==> config.mk <==
export PLATFORM = sky130hd
export DESIGN_NAME = uart_tx_mmio_flat
export DESIGN_NICKNAME = d
export VERILOG_FILES = /design/src/rtl/uart_tx_mmio_if.sv /design/src/rtl/uart_tx_mmio.sv /design/src/flat_wrapper.sv
export SDC_FILE = /design/constraint.sdc
export NUM_CORES = 1
export LEC_CHECK = 0
export ABC_CLOCK_PERIOD_IN_PS = 3450
export CAP_MARGIN = 20
export CORE_UTILIZATION = 46
export DETAILED_ROUTE_END_ITERATION = 7
export GPL_TIMING_DRIVEN = 0
export PLACE_DENSITY = 0.8
export SLEW_MARGIN = 20
export SYNTH_ARGS = -nofsm -noshare
export SYNTH_HDL_FRONTEND = slang
export SYNTH_SLANG_ARGS = --single-unit
==> constraint.sdc <==
create_clock -name clk -period 3.45 [get_ports clk]
set_clock_uncertainty 0.2 [all_clocks]
set_input_delay 0.69 -clock clk [delete_from_list [all_inputs] [get_ports clk]]
set_output_delay 0.69 -clock clk [all_outputs]
set_load 0.01 [all_outputs]
==> src/rtl/uart_tx_mmio_if.sv <==
// rtl/uart_tx_mmio_if.sv - core data-bus view of the memory-mapped UART transmitter
interface uart_tx_mmio_if;
    logic        MemWrite;
    logic [31:0] DataAdr;
    logic [31:0] WriteData;
    logic        hit;
    logic [31:0] rdata;

    modport master (
        output MemWrite, DataAdr, WriteData,
        input  hit, rdata
    );

    modport slave (
        input  MemWrite, DataAdr, WriteData,
        output hit, rdata
    );
endinterface

==> src/rtl/uart_tx_mmio.sv <==
// rtl/uart_tx_mmio.sv - memory-mapped 8N1 UART transmitter with TX FIFO and status register
module uart_tx_mmio #(
    parameter logic [31:0] BASE_ADDR    = 32'h0000_1000,
    parameter int          CLKS_PER_BIT = 16,
    parameter int          FIFO_DEPTH   = 4
) (
    input  logic          clk,
    input  logic          rst_n,
    uart_tx_mmio_if.slave bus,
    output logic          tx
);
    localparam int PW = $clog2(FIFO_DEPTH);
    localparam int CW = PW + 1;
    localparam int BW = $clog2(CLKS_PER_BIT);

    typedef enum logic [1:0] {IDLE, START, DATA, STOP} state_t;

    state_t        state;
    logic [BW-1:0] baud;
    logic [2:0]    bit_idx;
    logic [7:0]    shift;

    logic [7:0]    mem [FIFO_DEPTH];
    logic [PW-1:0] wr_ptr;
    logic [PW-1:0] rd_ptr;
    logic [CW-1:0] count;
    logic          ovf;

    logic          hit_w;
    logic          wr_txdata;
    logic          wr_status;
    logic          full;
    logic          push;
    logic          pop;
    logic          baud_last;
    logic          busy;
    logic [31:0]   status;
    logic          unused_bits;

    assign hit_w     = (bus.DataAdr[31:3] == BASE_ADDR[31:3]);
    assign wr_txdata = bus.MemWrite & hit_w & ~bus.DataAdr[2];
    assign wr_status = bus.MemWrite & hit_w & bus.DataAdr[2];
    assign full      = (count == CW'(FIFO_DEPTH));
    // Acceptance uses the pre-edge count, so a simultaneous pop never frees a slot early.
    assign push      = wr_txdata & ~full;
    assign baud_last = (baud == BW'(CLKS_PER_BIT - 1));
    assign pop       = (count != '0) & ((state == IDLE) | ((state == STOP) & baud_last));
    assign busy      = (state != IDLE) | (count != '0);
    assign status    = {24'h0, 4'(count), 1'b0, ovf, full, busy};

    assign bus.hit   = hit_w;
    assign bus.rdata = (hit_w & bus.DataAdr[2]) ? status : 32'h0;

    assign unused_bits = ^{bus.WriteData[31:8], bus.DataAdr[1:0]};

    always_ff @(posedge clk) begin
        if (push) begin
            mem[wr_ptr] <= bus.WriteData[7:0];
        end
    end

    always_ff @(posedge clk or negedge rst_n) begin
        if (!rst_n) begin
            wr_ptr <= '0;
            rd_ptr <= '0;
            count  <= '0;
            ovf    <= 1'b0;
        end else begin
            if (push) begin
                wr_ptr <= wr_ptr + 1'b1;
            end
            if (pop) begin
                rd_ptr <= rd_ptr + 1'b1;
            end
            count <= count + CW'(push) - CW'(pop);
            if (wr_txdata & full) begin
                ovf <= 1'b1;
            end else if (wr_status & bus.WriteData[2]) begin
                ovf <= 1'b0;
            end
        end
    end

    // tx is loaded with the next bit on each transition so it stays a clean register output.
    always_ff @(posedge clk or negedge rst_n) begin
        if (!rst_n) begin
            state   <= IDLE;
            tx      <= 1'b1;
            baud    <= '0;
            bit_idx <= '0;
            shift   <= '0;
        end else begin
            case (state)
                IDLE: begin
                    tx   <= 1'b1;
                    baud <= '0;
                    if (pop) begin
                        shift <= mem[rd_ptr];
                        state <= START;
                        tx    <= 1'b0;
                    end
                end
                START: begin
                    if (baud_last) begin
                        baud    <= '0;
                        bit_idx <= '0;
                        state   <= DATA;
                        tx      <= shift[0];
                    end else begin
                        baud <= baud + 1'b1;
                    end
                end
                DATA: begin
                    if (baud_last) begin
                        baud <= '0;
                        if (bit_idx == 3'd7) begin
                            state <= STOP;
                            tx    <= 1'b1;
                        end else begin
                            bit_idx <= bit_idx + 1'b1;
                            shift   <= shift >> 1;
                            tx      <= shift[1];
                        end
                    end else begin
                        baud <= baud + 1'b1;
                    end
                end
                STOP: begin
                    if (baud_last) begin
                        baud <= '0;
                        if (pop) begin
                            shift <= mem[rd_ptr];
                            state <= START;
                            tx    <= 1'b0;
                        end else begin
                            state <= IDLE;
                            tx    <= 1'b1;
                        end
                    end else begin
                        baud <= baud + 1'b1;
                    end
                end
                default: begin
                    state <= IDLE;
                    tx    <= 1'b1;
                end
            endcase
        end
    end
endmodule

==> src/flat_wrapper.sv <==
// flat-port wrapper written by rule: the top's interface ports become plain ports
module uart_tx_mmio_flat 
#(
    parameter logic [31:0] BASE_ADDR    = 32'h0000_1000,
    parameter int          CLKS_PER_BIT = 16,
    parameter int          FIFO_DEPTH   = 4
)
  (clk, rst_n, tx, bus_MemWrite, bus_DataAdr, bus_WriteData, bus_hit, bus_rdata);
  uart_tx_mmio_if bus_i ();
  input  logic clk;
  input  logic rst_n;
  output logic tx;
  input wire logic [$bits(bus_i.MemWrite)-1:0] bus_MemWrite;
  input wire logic [$bits(bus_i.DataAdr)-1:0] bus_DataAdr;
  input wire logic [$bits(bus_i.WriteData)-1:0] bus_WriteData;
  output wire logic [$bits(bus_i.hit)-1:0] bus_hit;
  output wire logic [$bits(bus_i.rdata)-1:0] bus_rdata;
  assign bus_i.MemWrite = bus_MemWrite;
  assign bus_i.DataAdr = bus_DataAdr;
  assign bus_i.WriteData = bus_WriteData;
  assign bus_hit = bus_i.hit;
  assign bus_rdata = bus_i.rdata;
  uart_tx_mmio #(.BASE_ADDR(BASE_ADDR), .CLKS_PER_BIT(CLKS_PER_BIT), .FIFO_DEPTH(FIFO_DEPTH)) u_core (.clk(clk), .rst_n(rst_n), .bus(bus_i), .tx(tx));
endmodule
==> impl_results.md <==
- Total negative slack: 0 ns
- DRC viols: 0
- Syn. warnings: 0
- DP Worst Slack: -0.214 ns
- Crit end category: output pin
- Largest stage delay on the critical path: 0.45 ns
- Slew @ Worst Pin: 0.622 ns
- CTS Sinks: 58
- CP bufs+invs: 2
- Final core occ: 0.628
- Row Count: 29
- Core Area: 6350 sq um
- Routed vias: 1947
- Min Tclk post-route: 3.23 ns
- Routability congestion estimate from global placement: 0.791
- Avg WL per Cell: 13.2 um
- Worst setup SP type: input port
- FF+latch count, synth: 58
- Mean Syn Cell Area: 13.6 sq um
- FMAX: 309 MHz
- Vias in the first global route: 1902
- Peak supply drop: 310 uV
- Final count of negative-setup-slack endpoints: 0
- Mapped Cells: 222
- Root buf cell: clkbuf_8
- Pwr Total: 0.00162 W
- Final ANT Viol Nets: 0
- Placed cell areas: 3690 sq um
- I/O pin total: 101
- R2R cell count: 10
- Congestion Overflow GR: 0
- Final WS setup: 0.215 ns
- Largest net degree at the start of global routing: 27
- CTS Hold Buffers Added: 0
- DIE HEIGHT: 83.1 um
- Register area: 1610 sq um
- CTS Buf Count: 9
- Fin crit share: 0.938
- Main flop type after synthesis: edfxtp_1
- Fin area: 3990 sq um
- WS Path Type: in -> out
- Iter 0 DRT Violations: 86
- First-pass GRT wire length: 8740 um
- Fill cells: 494
- Pleak: 1.74 nW
- Worst R2R Setup Slack: 0.69 ns
- Seq/Total Area, Yosys: 0.533
- Max-cap violations: 0
- Number of cells on the critical path: 6
- Footprint of the multi-input gates: 1280 sq um
- Dpl hpwl: 3850 um
- Worst hold path type: in -> async
- Worst-path cell chain: clkdlybuf4s50_1, nor4_4, nand4_4, nor3_2, and2_1, dlygate4sd2_1
- IO buf count: 48
- Critical path's slowest cell: clkdlybuf4s50_1
- Pwr dens: 407 nW/um^2
- Yosys cell types: 46
- RSZ-0062 raised after global routing: false
- Share of layout cells above drive strength 1: 0.270
- # H-tree levels: 3
- Top Family by Delay on Critical Path: simple AND/OR/NAND/NOR gates
- CTS max path bufs: 2
- Nets@finish: 392
- Worst-path fanout max: 6
- Max transition margin: 0.580
- DR pass1 iterations: 4
- Die area: 6910 sq um
- Final hold violations: 0
- Mapped Area: 3030 sq um
- Initial core utilization: 0.477
- Outcome: complete, no violations
- # diodes: 0
- Synth async-reset ratio: 0.448
- Clock Pin Slew Worst Setup and Hold Paths: 0.07 ns
- Initial antenna violation count: 0
- Final wirelength: 5180 um
- Vias per inst: 4.97
- Area Overhead vs Synth: 31.7%
- Number of flops mapped to enable cells by yosys: 32
- Data arrival time of the critical path: 2.34 ns
- CTS tree: built
- Worst Path Required: 2.56 ns
- GR Util All Layers: 0.161
- Slew Viols, Final: 0
- Die X: 83.1 um
- Worst-Skew Late Latency: 0.34 ns
-- synthesized netlist by cell type, types with 2 or more instances --
| cell | instances | share of area |
|---|---|---|
| a21bo_1 | 2 | 0.0066 |
| a21oi_1 | 4 | 0.0066 |
| a31oi_1 | 2 | 0.0041 |
| and2_1 | 7 | 0.014 |
| buf_2 | 2 | 0.0033 |
| buf_4 | 26 | 0.064 |
| clkbuf_1 | 3 | 0.0037 |
| dfrtp_1 | 25 | 0.21 |
| edfxtp_1 | 32 | 0.32 |
| ha_1 | 14 | 0.058 |
| inv_1 | 14 | 0.017 |
| mux2_2 | 14 | 0.052 |
| mux4_2 | 8 | 0.060 |
| nand2_1 | 4 | 0.0050 |
| nand3_1 | 2 | 0.0033 |
| nand4_1 | 6 | 0.012 |
| nor2_1 | 7 | 0.0087 |
| nor2b_1 | 2 | 0.0041 |
| nor3_1 | 6 | 0.0099 |
| nor4_1 | 5 | 0.010 |
| nor4_4 | 3 | 0.021 |
| o21ai_0 | 5 | 0.0083 |
| o21ai_1 | 2 | 0.0033 |
| xnor2_1 | 5 | 0.014 |
-- worst register-to-register path, cell delays in order, from the launching register on --
cell and delay (ns):
dfrtp_1 0.40, ha_1 0.29, nand4_1 0.14, a21oi_1 0.40, ha_1 0.31, inv_1 0.07
ha_1 0.14, inv_1 0.05, fa_1 0.37, xnor2_1 0.15, xnor2_1 0.13
-- sequential cells by signal, indices dropped and copies added, names as in the netlist --
signal / cells
u_core.baud: 4
u_core.wr_ptr: 2
u_core.bit_idx: 3
u_core.tx: 1
u_core.count: 3
u_core.shift: 8
u_core.state: 2
u_core.ovf: 1
u_core.mem: 32
u_core.rd_ptr: 2
-- area by class of cell --
class | count | area share
sequential | 58 | 0.404
multi-input combinational | 144 | 0.321
timing repair buffer | 52 | 0.126
buffer | 31 | 0.0543
clock buffer | 10 | 0.0345
tap | 77 | 0.0242
clock inverter | 6 | 0.0226
inverter | 14 | 0.0132
-- what timing repair did --
action | CTS | global route
pin swaps | 3 | 0
endpoints found under the setup margin | 6 | 2
gates resized for setup | 11 | 2
buffers inserted | 4 | 0
-- metrics by stage --
stage	std cells	hold slack, ns
3_5_place_dp	372	0.275
2_1_floorplan	247	0.194
5_1_grt	392	0.185
4_1_cts	392	0.169
6_report	392	0.150
3_3_place_gp	372	0.269
-- cell usage in the layout, fill, tap and decap left out, types with 3 or more instances in the layout --
| master | count |
|---|---|
| conb_1 | 26 |
| buf_2 | 3 |
| clkbuf_1 | 3 |
| a21oi_1 | 4 |
| nand4_1 | 6 |
| nor2_1 | 7 |
| buf_4 | 30 |
| edfxtp_1 | 32 |
| xnor2_1 | 5 |
| inv_1 | 14 |
| and2_1 | 7 |
| nor3_1 | 5 |
| clkdlybuf4s50_1 | 40 |
| dlygate4sd2_1 | 5 |
| nor4_4 | 4 |
| dfrtp_1 | 25 |
| o21ai_0 | 5 |
| nor4_2 | 3 |
| mux2_2 | 14 |
| clkbuf_8 | 10 |
| ha_1 | 14 |
| mux4_2 | 8 |
| nand2_1 | 4 |
-- worst paths after layout --
kind	startpoint	to
worst max-delay path	bus_DataAdr[29]	bus_rdata[2]
worst min-delay path	rst_n	u_core.state[0]
worst max register to register	u_core.baud[0]	u_core.count[2]
worst min register to register	u_core.bit_idx[1]	u_core.bit_idx[1]
max in group asynchronous	rst_n	u_core.bit_idx[2]
min in group clk	u_core.bit_idx[1]	u_core.bit_idx[1]
-- metal layers --
layer | share of wire | wire length, um | global-route usage
met1 | 0.43 | 2230 | 0.198
met4 | 0.019 | 97 | 0.0517
met3 | 0.048 | 250 | 0.0537
met2 | 0.50 | 2600 | 0.269
met5 | 0 | 0 | 0
-- cell families after synthesis --
kind of cell    after synthesis  share of synthesized area
simple gates                 52                      0.126
xor+xnor                      6                     0.0174
flops                        58                      0.533
compound gates               21                     0.0492
mux                          24                      0.120
fa+ha+maj                    15                     0.0645
other cells                   1                    0.00124
buf+inv                      45                     0.0888
-- where the power goes --
group | internal (W) | switching, W | leakage [nW] | total [W]
logic | 0.0000867 | 0.0000496 | 0.987 | 0.000136
clock network | 0.000427 | 0.000276 | 0.112 | 0.000703
registers | 0.000767 | 0.0000158 | 0.642 | 0.000783
No activity file was read; power rests on OpenSTA's default activity.
